$ cat config.mk
export PLATFORM = sky130hd
export DESIGN_NAME = shot_charge_ctrl
export DESIGN_NICKNAME = d
export VERILOG_FILES = /design/src/rtl/shot_charge_ctrl.sv
export SDC_FILE = /design/constraint.sdc
export NUM_CORES = 1
export LEC_CHECK = 0
export ABC_CLOCK_PERIOD_IN_PS = 6790
export CORE_MARGIN = 5
export CORE_UTILIZATION = 54
export CTS_CLUSTER_DIAMETER = 50
export CTS_CLUSTER_SIZE = 16
export DETAILED_ROUTE_END_ITERATION = 8
export GPL_TIMING_DRIVEN = 1
export PLACE_DENSITY = 0.74
export RECOVER_POWER = 25
export REMOVE_ABC_BUFFERS = 1
export SLEW_MARGIN = 20
export SYNTH_ARGS = -nofsm -noshare
export SYNTH_HDL_FRONTEND = slang
export SYNTH_SLANG_ARGS = --single-unit
$ cat constraint.sdc
create_clock -name clk -period 6.79 [get_ports clk]
set_input_delay 1.6975 -clock clk [delete_from_list [all_inputs] [get_ports clk]]
set_output_delay 1.6975 -clock clk [all_outputs]
set_load 0.01 [all_outputs]
$ cat src/rtl/shot_charge_ctrl.sv
// Shot-power meter: ping-pong power ramp while the debounced button is held, one-cycle shot on release, then cooldown.
// Optional build macro SHOT_AUTOFIRE_EN fires automatically after MAX_HOLD_STEPS power steps.
`timescale 1ns/1ps
module shot_charge_ctrl #(
  parameter int TICK_DIV       = 1_000_000,
  parameter int PWR_W          = 8,
  parameter int PWR_MAX        = 200,
  parameter int COOLDOWN_CYC   = 50_000_000,
  parameter int MAX_HOLD_STEPS = 600
) (
  input  logic             clk,
  input  logic             rst_n,
  input  logic             en,
  input  logic             btn_db,
  output logic [PWR_W-1:0] power,
  output logic             charging,
  output logic             busy,
  output logic             shot_valid,
  output logic [PWR_W-1:0] shot_power,
  output logic             shot_auto
);

  localparam int PRE_W = (TICK_DIV > 1) ? $clog2(TICK_DIV) : 1;
  localparam int CD_W  = $clog2(COOLDOWN_CYC + 1);
  localparam logic [PRE_W-1:0] PRE_LAST = PRE_W'(TICK_DIV - 1);
  localparam logic [CD_W-1:0]  CD_LAST  = CD_W'(COOLDOWN_CYC - 1);
  localparam logic [PWR_W-1:0] P_MAX    = PWR_W'(PWR_MAX);

  if (TICK_DIV < 1 || PWR_MAX < 1 || PWR_MAX >= (1 << PWR_W) ||
      COOLDOWN_CYC < 1 || MAX_HOLD_STEPS < 1) begin : g_param_err
    $error("shot_charge_ctrl: parameter out of range");
  end

  typedef enum logic [1:0] {IDLE, CHARGE, COOLDOWN} state_t;

  state_t           state;
  logic             btn_prev;
  logic             dir_up;
  logic [PRE_W-1:0] pre_cnt;
  logic [CD_W-1:0]  cd_cnt;
  logic             rise;
  logic             fall;
  logic [PWR_W:0]   step_nxt;

  // One ping-pong step; returns {next direction (1 = up), next power}.
  function automatic logic [PWR_W:0] pp_step(input logic [PWR_W-1:0] p, input logic up);
    if (up) begin
      if (p == P_MAX) return {1'b0, P_MAX - PWR_W'(1)};
      else            return {1'b1, p + PWR_W'(1)};
    end else begin
      if (p == '0)    return {1'b1, PWR_W'(1)};
      else            return {1'b0, p - PWR_W'(1)};
    end
  endfunction

  assign rise     = btn_db & ~btn_prev;
  assign fall     = ~btn_db & btn_prev;
  assign step_nxt = pp_step(power, dir_up);
  assign charging = (state == CHARGE);
  assign busy     = (state == COOLDOWN);

`ifdef SHOT_AUTOFIRE_EN
  localparam int HOLD_W = $clog2(MAX_HOLD_STEPS + 1);
  localparam logic [HOLD_W-1:0] HOLD_LAST = HOLD_W'(MAX_HOLD_STEPS - 1);
  logic [HOLD_W-1:0] hold_cnt;
`else
  assign shot_auto = 1'b0;
`endif

  always_ff @(posedge clk or negedge rst_n) begin
    if (!rst_n) begin
      state      <= IDLE;
      btn_prev   <= 1'b1;
      dir_up     <= 1'b1;
      pre_cnt    <= '0;
      cd_cnt     <= '0;
      power      <= '0;
      shot_power <= '0;
      shot_valid <= 1'b0;
`ifdef SHOT_AUTOFIRE_EN
      hold_cnt   <= '0;
      shot_auto  <= 1'b0;
`endif
    end else begin
      btn_prev   <= btn_db;
      shot_valid <= 1'b0;
      case (state)
        IDLE: begin
          if (rise && en) begin
            state   <= CHARGE;
            power   <= '0;
            pre_cnt <= '0;
            dir_up  <= 1'b1;
`ifdef SHOT_AUTOFIRE_EN
            hold_cnt <= '0;
`endif
          end
        end
        CHARGE: begin
          if (!en) begin
            state <= IDLE;
            power <= '0;
          end else if (fall) begin
            // Release fires with the pre-step value even on a step edge.
            shot_power <= power;
            shot_valid <= 1'b1;
`ifdef SHOT_AUTOFIRE_EN
            shot_auto  <= 1'b0;
`endif
            state      <= COOLDOWN;
            cd_cnt     <= '0;
          end else if (pre_cnt == PRE_LAST) begin
            pre_cnt         <= '0;
            {dir_up, power} <= step_nxt;
`ifdef SHOT_AUTOFIRE_EN
            hold_cnt <= hold_cnt + HOLD_W'(1);
            if (hold_cnt == HOLD_LAST) begin
              shot_power <= step_nxt[PWR_W-1:0];
              shot_valid <= 1'b1;
              shot_auto  <= 1'b1;
              state      <= COOLDOWN;
              cd_cnt     <= '0;
            end
`endif
          end else begin
            pre_cnt <= pre_cnt + PRE_W'(1);
          end
        end
        COOLDOWN: begin
          if (cd_cnt == CD_LAST) begin
            state <= IDLE;
            power <= '0;
          end else begin
            cd_cnt <= cd_cnt + CD_W'(1);
          end
        end
        default: state <= IDLE;
      endcase
    end
  end

endmodule
=== Word level (Yosys, flattened, before mapping) ===
Index checks and enable logic that the tools add are counted.

* Input bits: 4
* Flip-flop bits (word level): 67

* Bitwise gates (word level): 4
* Eq/ne operators: 15
* Add/subtract/negate cells: 4
* Reduce and logical (&&, ||, !) cells: 12
* Mux-type cells: 31

{| class="wikitable"
|+ Operators with widths
! kind !! number
|-
| 2-to-1 mux 20 bit || 4
|-
| 2-to-1 mux 26 bit || 3
|-
| case mux 26 bit (2 select lines) || 1
|-
| 2-to-1 mux 8 bit || 5
|-
| case mux 20 bit (2 select lines) || 1
|-
| 2-to-1 mux 9 bit || 3
|-
| adder 26 x 1 -> 26 bit (second input constant) || 1
|-
| == test 26 bit (second input constant) || 1
|-
| case mux 8 bit (3 select lines) || 1
|-
| adder 20 x 1 -> 20 bit (second input constant) || 1
|-
| == test 20 bit (second input constant) || 1
|-
| AND reduction 5 bit || 2
|-
| adder 8 x 1 -> 8 bit (second input constant) || 1
|-
| == test 8 bit (second input constant) || 1
|-
| logical NOT 8 bit || 1
|-
| 2-to-1 mux 2 bit || 4
|-
| inequality test 2 bit (second input constant) || 4
|-
| AND reduction 4 bit || 2
|-
| subtractor 8 x 1 -> 8 bit (second input constant) || 1
|-
| 2-to-1 mux 1 bit || 7
|-
| inequality test 2 x 1 -> 1 bit (second input constant) || 3
|-
| inequality test 3 x 2 -> 1 bit (second input constant) || 2
|-
| case mux 2 bit (3 select lines) || 1
|-
| AND reduction 3 bit || 2
|-
| 10 further kinds || 13
|}

=== Logic depth before layout (Yosys ltp) ===
* Depth after elaboration: 7
* Depth in mapped cells: 8
* Mapped depth without buffers: 7

=== Worst setup path after synthesis ===
OpenSTA, ideal clock, no wires.

* Path type: input to register
* Start: input btn_db
* End: register pre_cnt[11]
* Setup time: 0.134 ns
* Setup slack: 3.595 ns
* Data arrival time: 3.061 ns
* Cell stages on the path: 5
* Path through: nand2_1 -> a2111oi_1 -> nand4_1 -> xnor2_1 -> nor2_1

* Longest elaborated chain between the ends: 4

{| class="wikitable"
|+ RTL lines
! item !! RTL line !! text
|-
| start, declared || 14 || <nowiki>input logic btn_db,</nowiki>
|-
| AND 1 bit or NOT 1 bit (tied branches) || 56, 57 ||
|-
| logical AND 1 bit or AND 1 bit (tied branches) || 89, 57 ||
|-
| inequality test 2 bit (no source line) || -- ||
|-
| AND reduction 4 bit (no source line) (*) || -- ||
|-
| end signal, assigned || 126 || <nowiki>pre_cnt <= pre_cnt + PRE_W'(1);</nowiki>
|-
| end, declared || 39 || <nowiki>logic [PRE_W-1:0] pre_cnt;</nowiki>
|}

Mark *: on every way between the ends. The rest lies on a longest branch, timed or not.
A chain may end at the register's enable or synchronous reset.

==> impl_metrics.yaml <==
sta:
  slew_viol_final: 68
  fmax_ghz: 0.213
  hold_ws_ns: 0.476
  tightest_slew_ns: 3.59
  slew_headroom_pct: -139
  hold_violations: 0
  rsz0062_at_grt: "false"
  setup_viol: 0
  fin_crit_ns: 4.70
  finalSetupTns_ns: 0
  post-route-period-util_pct: 69.2
  finalClockSkew_ns: 0.0138
finish:
  fin_area_um2: 4380
  nNetsFinal: 452
  layout_common_cells: "dfrtp_1, nand2_1, nor2_1, nand3_1, o21ai_0"
  syn2layout_area_growth_pct: 13.5
  num_antenna_cells: 0
  final_common_cell: "dfrtp_1"
  fillers: 573
  drive_above_1_share_pct: 9.15
cts:
  cts.sinks: 67
  cts_hold_buf: 0
  cts_setup_buffers: 0
  clock-root-buffer: "clkbuf_8"
  ctsResizeCount: 0
  htreeDepth: 3
  clock_latency_ns: 0.34
  clk_path_buf_depth: 2
  path_clk_slew_ns: 0.08
  cts_tree: "done"
  cts_made_buffers: 9
synthesis:
  ys_seq_area_share_pct: 43.5
  syn_inst: 430
  syn_area_um2: 3860
  synth_area_per_cell_um2: 8.98
  ys_warn_count: 0
  ys_types: 58
  synth_flop_cell: "dfrtp_1"
  synth_edf_count: 0
  synthArstFlopShare_pct: 100
  ys_ff_latch: 67
drt:
  drtAntennaViolNets: 0
  drc: 0
  firstDrtPassIters: 4
  routed_wirelength_mm: 8.55
  wl_per_cell_um: 15.7
  avgViaCountPerCell: 6.02
  vias: 3277
  drt_iter0_drc: 166
setup_path:
  path_max_fanout: 67
  slowest_stage: "clkbuf_1"
  critPathMaxStageDelay_ns: 2.52
  crit_chain: "buf_2 > clkbuf_1"
  worstSetupEndpointType: "asynchronous set/reset pin"
  crit_path_start_kind: "input pin"
  critical-path-top-delay-family: "buffers and inverters"
  critPathBufInv: 2
  crit_required_ns: 6.43
  worst_ep_arrival_time_ns: 4.34
  path_class: "input pin to asynchronous set/reset pin"
floorplanning:
  die_y_um: 94.6
  dieArea_um2: 8940
  ios: 24
  rows: 30
  initial_core_util_pct: 56.2
  coreArea_um2: 6870
  die_x_um: 94.6
global_routing:
  grt_use_total_pct: 20.4
  antenna_found_initial: 0
  gr-total-overflow: 0
  grt_pass1_vias: 3135
  grt_start_max_net_pins: 68
  grt_pass1_wl_mm: 14.6
status:
  status: "complete, but fails checks"
  violations: "max-capacitance violations, max-slew violations"
power:
  power_density_nw_per_um2: 260
  max-vdd-ir-drop_uv: 124
  p_leak_uw: 0.00181
  power_uw: 1140
run:
  max-cap-violations: 1
placed_design:
  dpl_cell_area_um2: 4120
  hpwl_mm: 5.70
  port_buffers: 22
  finalWeightedCongestion: 0.833
hold_path:
  min_path_type: "register to register"
[Yosys cell counts (all sizes together), types with 3 or more instances]
cell type / instances / share of area (%)
nand3b: 3 / 0.58
ha: 5 / 1.6
a22o: 3 / 0.68
o41ai: 4 / 1.1
nand2b: 6 / 0.97
a2111oi: 6 / 1.7
o21ai: 27 / 3.5
o211ai: 3 / 0.58
a211oi: 7 / 1.4
xor2: 10 / 2.3
nand4: 15 / 2.4
mux2: 6 / 1.7
a21oi: 21 / 2.8
nor4: 10 / 2.0
dfrtp: 65 / 42
nand3: 26 / 3.4
nor2: 42 / 4.1
or2: 4 / 0.65
a21o: 6 / 1.2
and3: 9 / 1.5
and2: 3 / 0.49
o31ai: 6 / 1.2
xnor2: 11 / 2.5
inv: 16 / 1.6
mux2i: 7 / 1.8
or4: 8 / 1.6
or3: 3 / 0.49
nand2: 49 / 4.8
nor3: 5 / 0.65
clkbuf: 14 / 1.4
buf: 8 / 1.3
[worst paths after layout]
check	startpoint	to	slack, ns	depth (start not counted)
worst max-delay path	rst_n	shot_power[3]	2.09	2
worst min-delay path	pre_cnt[5]	pre_cnt[5]	0.48	1
worst max register to register	pre_cnt[6]	dir_up	3.89	5
worst min register to register	pre_cnt[5]	pre_cnt[5]	0.48	1
max in group clk	btn_db	power[2]	2.53	6
min in group asynchronous	rst_n	shot_power[5]	2.68	2
[where the power goes]
part	switching, uW	total (uW)	leakage [uW]	internal, uW
sequential	69.1	526	0.000888	457
combinational	91.3	170	0.000787	78.5
clock	159	442	0.000131	283
[layer usage]
metal,vias up,global-route usage [%],wire length (um)
li1,1589,-,-
met1,1592,26.4,3920
met2,79,33.2,4080
met3,17,4.62,378
met4,0,7.81,172
met5,-,0,0
[final cells by class]
cell class / count / area, um2 / area share (%)
Clock buffer: 10 / 128 / 2.91
Clock inverter: 6 / 138 / 3.14
Inverter: 16 / 60.1 / 1.37
Multi-Input combinational cell: 325 / 2030 / 46.4
Sequential cell: 67 / 1680 / 38.3
Tap cell: 96 / 120 / 2.74
Timing Repair Buffer: 24 / 226 / 5.17
[stage by stage]
step | setup slack, ns | util [%] | instances
floorplan | 3.26 | - | 408
global placement | 2.25 | 59.9 | 528
detailed placement | 2.17 | 59.9 | 528
CTS | 2.52 | 63.8 | 544
global route | 1.21 | 63.8 | 544
finish | 2.09 | 63.8 | 544
[kinds of logic (layout without fill, tap and decap cells)]
kind of cell               count (synthesis)  after routing  share of synthesized area [%]
adders and majority gates                  5              5                           1.62
muxes                                     13             13                           3.56
AOI/OAI and AO/OA                         93             93                           16.3
other                                      1              1                         0.0971
xor gates and xnor gates                  21             21                           4.76
and+or+nand+nor                          192            192                           26.0
DFF                                       67             67                           43.5
buffers and inverters                     38             56                           4.18
[registers in the layout, summed over array words and instances, names as in the netlist]
signal and flops:
cd_cnt 26, pre_cnt 20, power 8, shot_power 8
state 2, btn_prev 1, dir_up 1, shot_valid 1
Note: power is estimated with default switching activity, not from simulation.
